==> src/rtl/vm_param_change.sv <==
// Parametrised single-item vending controller: coin credit, vend, change and refund.
// Optional feature macro: SALES_CNT_EN builds the wrapping vend counter on `sales`.
module vm_param_change #(
  parameter int CREDIT_W   = 4,
  parameter int PRICE      = 3,
  parameter int MAX_CREDIT = 15,
  parameter int CNT_W      = 8
) (
  input  logic                clk,
  input  logic                rst,
  input  logic [1:0]          coin,
  input  logic                cancel,
  output logic                out,
  output logic [1:0]          change,
  output logic                coin_rej,
  output logic                busy,
  output logic [CREDIT_W-1:0] credit,
  output logic [CNT_W-1:0]    sales
);

  // Wide enough that credit + largest coin and PRICE never wrap, even for PRICE > MAX_CREDIT.
  localparam int SUM_W = CREDIT_W + 3;
  localparam logic [SUM_W-1:0] PRICE_S = SUM_W'(PRICE);
  localparam logic [SUM_W-1:0] MAX_S   = SUM_W'(MAX_CREDIT);

  typedef enum logic [1:0] {
    IDLE    = 2'd0,
    COLLECT = 2'd1,
    CHANGE  = 2'd2
  } state_e;

  state_e              state_q, state_d;
  logic [CREDIT_W-1:0] credit_q, credit_d;
  logic                out_q, out_d;
  logic [1:0]          change_q, change_d;
  logic                rej_q, rej_d;
  logic                busy_q, busy_d;

  logic [2:0]          coin_val;
  logic [SUM_W-1:0]    sum;
  logic [CREDIT_W-1:0] rem;

  always_comb begin
    case (coin)
      2'b01:   coin_val = 3'd1;
      2'b10:   coin_val = 3'd2;
      2'b11:   coin_val = 3'd4;
      default: coin_val = 3'd0;
    endcase
  end

  assign sum = SUM_W'(credit_q) + SUM_W'(coin_val);
  assign rem = CREDIT_W'(sum - PRICE_S);

  always_comb begin
    state_d  = state_q;
    credit_d = credit_q;
    out_d    = 1'b0;
    change_d = 2'b00;
    rej_d    = 1'b0;
    case (state_q)
      IDLE, COLLECT: begin
        if (state_q == COLLECT && cancel) begin
          // Refund reuses the change path; a simultaneous coin goes back to the customer.
          state_d = CHANGE;
          rej_d   = (coin != 2'b00);
        end else if (coin != 2'b00) begin
          if (sum > MAX_S) begin
            rej_d = 1'b1;
          end else if (sum >= PRICE_S) begin
            out_d    = 1'b1;
            credit_d = rem;
            state_d  = (rem != '0) ? CHANGE : IDLE;
          end else begin
            credit_d = sum[CREDIT_W-1:0];
            state_d  = COLLECT;
          end
        end
      end
      CHANGE: begin
        rej_d = (coin != 2'b00);
        if (credit_q >= CREDIT_W'(2)) begin
          change_d = 2'b10;
          credit_d = credit_q - CREDIT_W'(2);
        end else if (credit_q == CREDIT_W'(1)) begin
          change_d = 2'b01;
          credit_d = '0;
        end
        if (credit_d == '0) state_d = IDLE;
      end
      default: state_d = IDLE;
    endcase
    busy_d = (state_d == CHANGE);
  end

  always_ff @(posedge clk or negedge rst) begin
    if (!rst) begin
      state_q  <= IDLE;
      credit_q <= '0;
      out_q    <= 1'b0;
      change_q <= 2'b00;
      rej_q    <= 1'b0;
      busy_q   <= 1'b0;
    end else begin
      state_q  <= state_d;
      credit_q <= credit_d;
      out_q    <= out_d;
      change_q <= change_d;
      rej_q    <= rej_d;
      busy_q   <= busy_d;
    end
  end

`ifdef SALES_CNT_EN
  logic [CNT_W-1:0] sales_q;

  always_ff @(posedge clk or negedge rst) begin
    if (!rst)       sales_q <= '0;
    else if (out_d) sales_q <= sales_q + CNT_W'(1);
  end

  assign sales = sales_q;
`else
  assign sales = '0;
`endif

  assign out      = out_q;
  assign change   = change_q;
  assign coin_rej = rej_q;
  assign busy     = busy_q;
  assign credit   = credit_q;

endmodule

==> config.mk <==
export PLATFORM = sky130hd
export DESIGN_NAME = vm_param_change
export DESIGN_NICKNAME = d
export VERILOG_FILES = /design/src/rtl/vm_param_change.sv
export SDC_FILE = /design/constraint.sdc
export NUM_CORES = 1
export LEC_CHECK = 0
export CORE_MARGIN = 2
export CORE_UTILIZATION = 48
export DETAILED_ROUTE_END_ITERATION = 6
export PLACE_DENSITY = 0.78
export SKIP_LAST_GASP = 1
export SYNTH_ARGS = -nofsm -noshare
export SYNTH_HDL_FRONTEND = slang
export SYNTH_SLANG_ARGS = --single-unit
export TNS_END_PERCENT = 5
==> constraint.sdc <==
create_clock -name clk -period 3 [get_ports clk]
set_input_delay 0.6 -clock clk [delete_from_list [all_inputs] [get_ports clk]]
set_output_delay 0.6 -clock clk [all_outputs]
set_load 0.01 [all_outputs]
==> flow_summary.toml <==
[outcome]
outcome = "finished clean"

[layout]
fin_nets = 131
drive_above_1_share = 0.271
diodes = 0
fin_cells = 143
fin_util = 0.657
syn_to_final_growth_pct = 26.3

[grt]
grt_use_met3 = 0.0226
use_met1 = 0.240
grt_overflow_total = 0
grt_start_max_net_pins = 15
grt_pass1_wl_mm = 3.06
antenna_found_initial = 0
grt_use_total = 0.201
met2_usage = 0.339
grt_pass1_vias = 696
top_usage_layer = "met2"

[power]
power.density_mw_per_mm2 = 1240
power_leakage_nw = 0.518
p_comb_frac = 0.711
finalPower_w = 0.00144
switching_power_w = 0.000637
p_int_w = 0.000803
swShare = 0.442
clkPwrFrac = 0.071
ir_drop_mv = 0.655
sequentialPowerShare = 0.218

[floorplanning]
dieArea_mm2 = 0.00228
ios = 22
die_h_um = 47.7
die_w_um = 47.7
core_mm2 = 0.00176
start_util = 0.520
row_count = 15

[placed_design]
finalWeightedCongestion = 0.788
port_buffers = 13
dp_hpwl_mm = 1.46
post-place-ws_ns = -0.225
dp.cells = 138

[cts]
cts.sinks = 11
h-tree-depth = 1
cts_root_buf = "clkbuf_4"
cts_tree = "yes"
cts-buffers-inserted = 3
cts_hold_buffers = 0
cts.reportedPaths.clkPinSlew_ns = 0.08
cts_buffer_depth = 2
insertion_delay_ns = 0.28

[detailed_routing]
vias = 744
drc_errors = 0
drt-initial-drc-count = 8
ant_nets = 0
first_pass_iters = 4
finalWirelength_mm = 1.84
wl_per_cell_um = 12.9
viasPerCell = 5.20

[logic_synthesis]
synth-edff-count = 0
syn_inst = 95
seq_area_frac_synth = 0.300
synth_area_um2 = 917
ys_warn_count = 0
synth_top_flop_cell = "dfrtp_1"
ys_types = 41
synth_seq_cells = 11
async_flop_share = 1.00
syn_area_per_cell_um2 = 9.65

[sta]
finClkSkew_ns = 0.0100
fin_crit_sh = 0.955
fmax_mhz = 349
hold_viol = 0
final.min_clock_period_ns = 2.86
rsz0062_at_grt = "true"
setup_viol = 0
fin_hold_ws_ns = 0.641
finalMaxSlewViolations = 0
final.setup.worst_slack_ns = 0.136

[min_path]
min_path_type = "input port to async pin"

[critical_path]
worstPathRequired_ns = 3.17
cp.arrival_ns = 3.03
r2r-end = "credit[2]$_DFFE_PN0P_"
reg2reg_depth = 8
crit_type = "input port to flip-flop"
worstPathMaxFanout = 8
reg2reg_from = "credit[0]$_DFFE_PN0P_"
startpoint_type = "input port"
rrSetupSlack_ns = 0.52
end_kind = "flip-flop"

[run]
maxCapViolations = 0
[routing by layer]
| metal | wire (um) | vias to the layer above |
|---|---|---|
| met5 | 0 | - |
| met4 | 51 | 0 |
| met3 | 46 | 5 |
| met2 | 934 | 20 |
| met1 | 806 | 349 |
| li1 | - | 370 |
[sequential cells by signal (all words and copies together) (netlist names)]
name / cells
change: 2
coin_rej: 1
state_q: 2
busy: 1
out: 1
credit: 4
[through the flow]
step	cell area, um^2	setup TNS (ns)
floorplan	943	0
global placement	1090	-0.747
detailed placement	1090	-1.26
CTS	1120	0
global route	1160	-0.0310
finish	1160	0
[cells in the final DEF (no fill, tap or decap), types with 2 or more instances in the layout]
cell and n:
a21o_1 2, a21oi_1 4, buf_4 8, clkbuf_4 3, clkdlybuf4s50_1 12, conb_1 8
dfrtp_1 11, ha_1 4, ha_2 2, inv_1 2, nand2_1 2, nand2b_1 2
nand3_1 2, nand3_2 2, nor2_1 7, nor2b_1 3, nor2b_2 2, nor3_1 3
o21ai_0 4, o21ai_1 2, o221ai_1 2, xnor2_1 4, xnor2_2 2
[synth_stat cells, types with 2 or more instances]
cell type | n | share of area
dfrtp_1 | 11 | 0.30
nand3_1 | 3 | 0.016
o21ai_0 | 4 | 0.022
a21o_1 | 2 | 0.016
inv_1 | 2 | 0.0082
xnor2_1 | 4 | 0.038
buf_4 | 8 | 0.065
nor2_1 | 7 | 0.029
o221ai_1 | 2 | 0.019
nand2_1 | 3 | 0.012
a21oi_1 | 4 | 0.022
nor3_1 | 3 | 0.016
o21ai_1 | 3 | 0.016
nor2b_1 | 5 | 0.034
ha_1 | 6 | 0.082
nand2b_1 | 2 | 0.014
xnor2_2 | 2 | 0.035
[cell families (layout without fill, tap and decap cells)]
logic type	count (synthesis)	count (layout)	share of synthesized area
other cells	1	8	0.00409
simple gates	32	32	0.201
buf+inv	11	27	0.0778
fa+ha+maj	7	7	0.104
xor+xnor	7	7	0.0832
flops	11	11	0.300
compound gates	24	24	0.202
mux	2	2	0.0286
[layout make-up]
| cell class | count | area [um^2] |
|---|---|---|
| clock buffer | 3 | 22.5 |
| clock inverter | 1 | 5.00 |
| fill | 171 | 606 |
| inverter | 2 | 7.51 |
| multi-input combinational | 80 | 624 |
| sequential | 11 | 275 |
| tap | 25 | 31.3 |
| timing repair buffer | 21 | 193 |
[power groups by stage]
stage / clock [W] / sequential, W / combinational, W
4_1_cts: 0.000102 / 0.000311 / 0.000984
3_3_place_gp: 0 / 0.000312 / 0.000958
3_5_place_dp: 0 / 0.000314 / 0.000980
2_1_floorplan: 0 / 0.000306 / 0.000677
5_1_grt: 0.000111 / 0.000327 / 0.00113
6_report: 0.000102 / 0.000313 / 0.00102
[repair_timing]
action,4_1_cts,5_1_grt
hold endpoints to repair,0,0
endpoints found under the setup margin,0,9
setup buffers,0,1
resized for setup,0,9
[worst max-delay path: stages]
cell	delay (ns)
clkdlybuf4s50_1	0.42
nor2b_2	0.16
ha_2	0.18
fa_1	0.53
ha_2	0.22
nor4_1	0.06
mux2_4	0.29
o31a_4	0.32
a211oi_2	0.19
a21oi_1	0.06
[how the worst max path moves through the flow]
stage / endpoint / slack [ns] / from
6_report: credit[2]$_DFFE_PN0P_ / 0.14 / coin[0]
5_1_grt: credit[1]$_DFFE_PN0P_ / -0.02 / coin[0]
4_1_cts: credit[0]$_DFFE_PN0P_ / 0.06 / coin[1]
3_5_place_dp: credit[0]$_DFFE_PN0P_ / -0.22 / coin[1]
3_3_place_gp: credit[2]$_DFFE_PN0P_ / -0.16 / coin[1]
2_1_floorplan: credit[2]$_DFFE_PN0P_ / 0.24 / coin[0]
(Power assumes the default switching activity.)
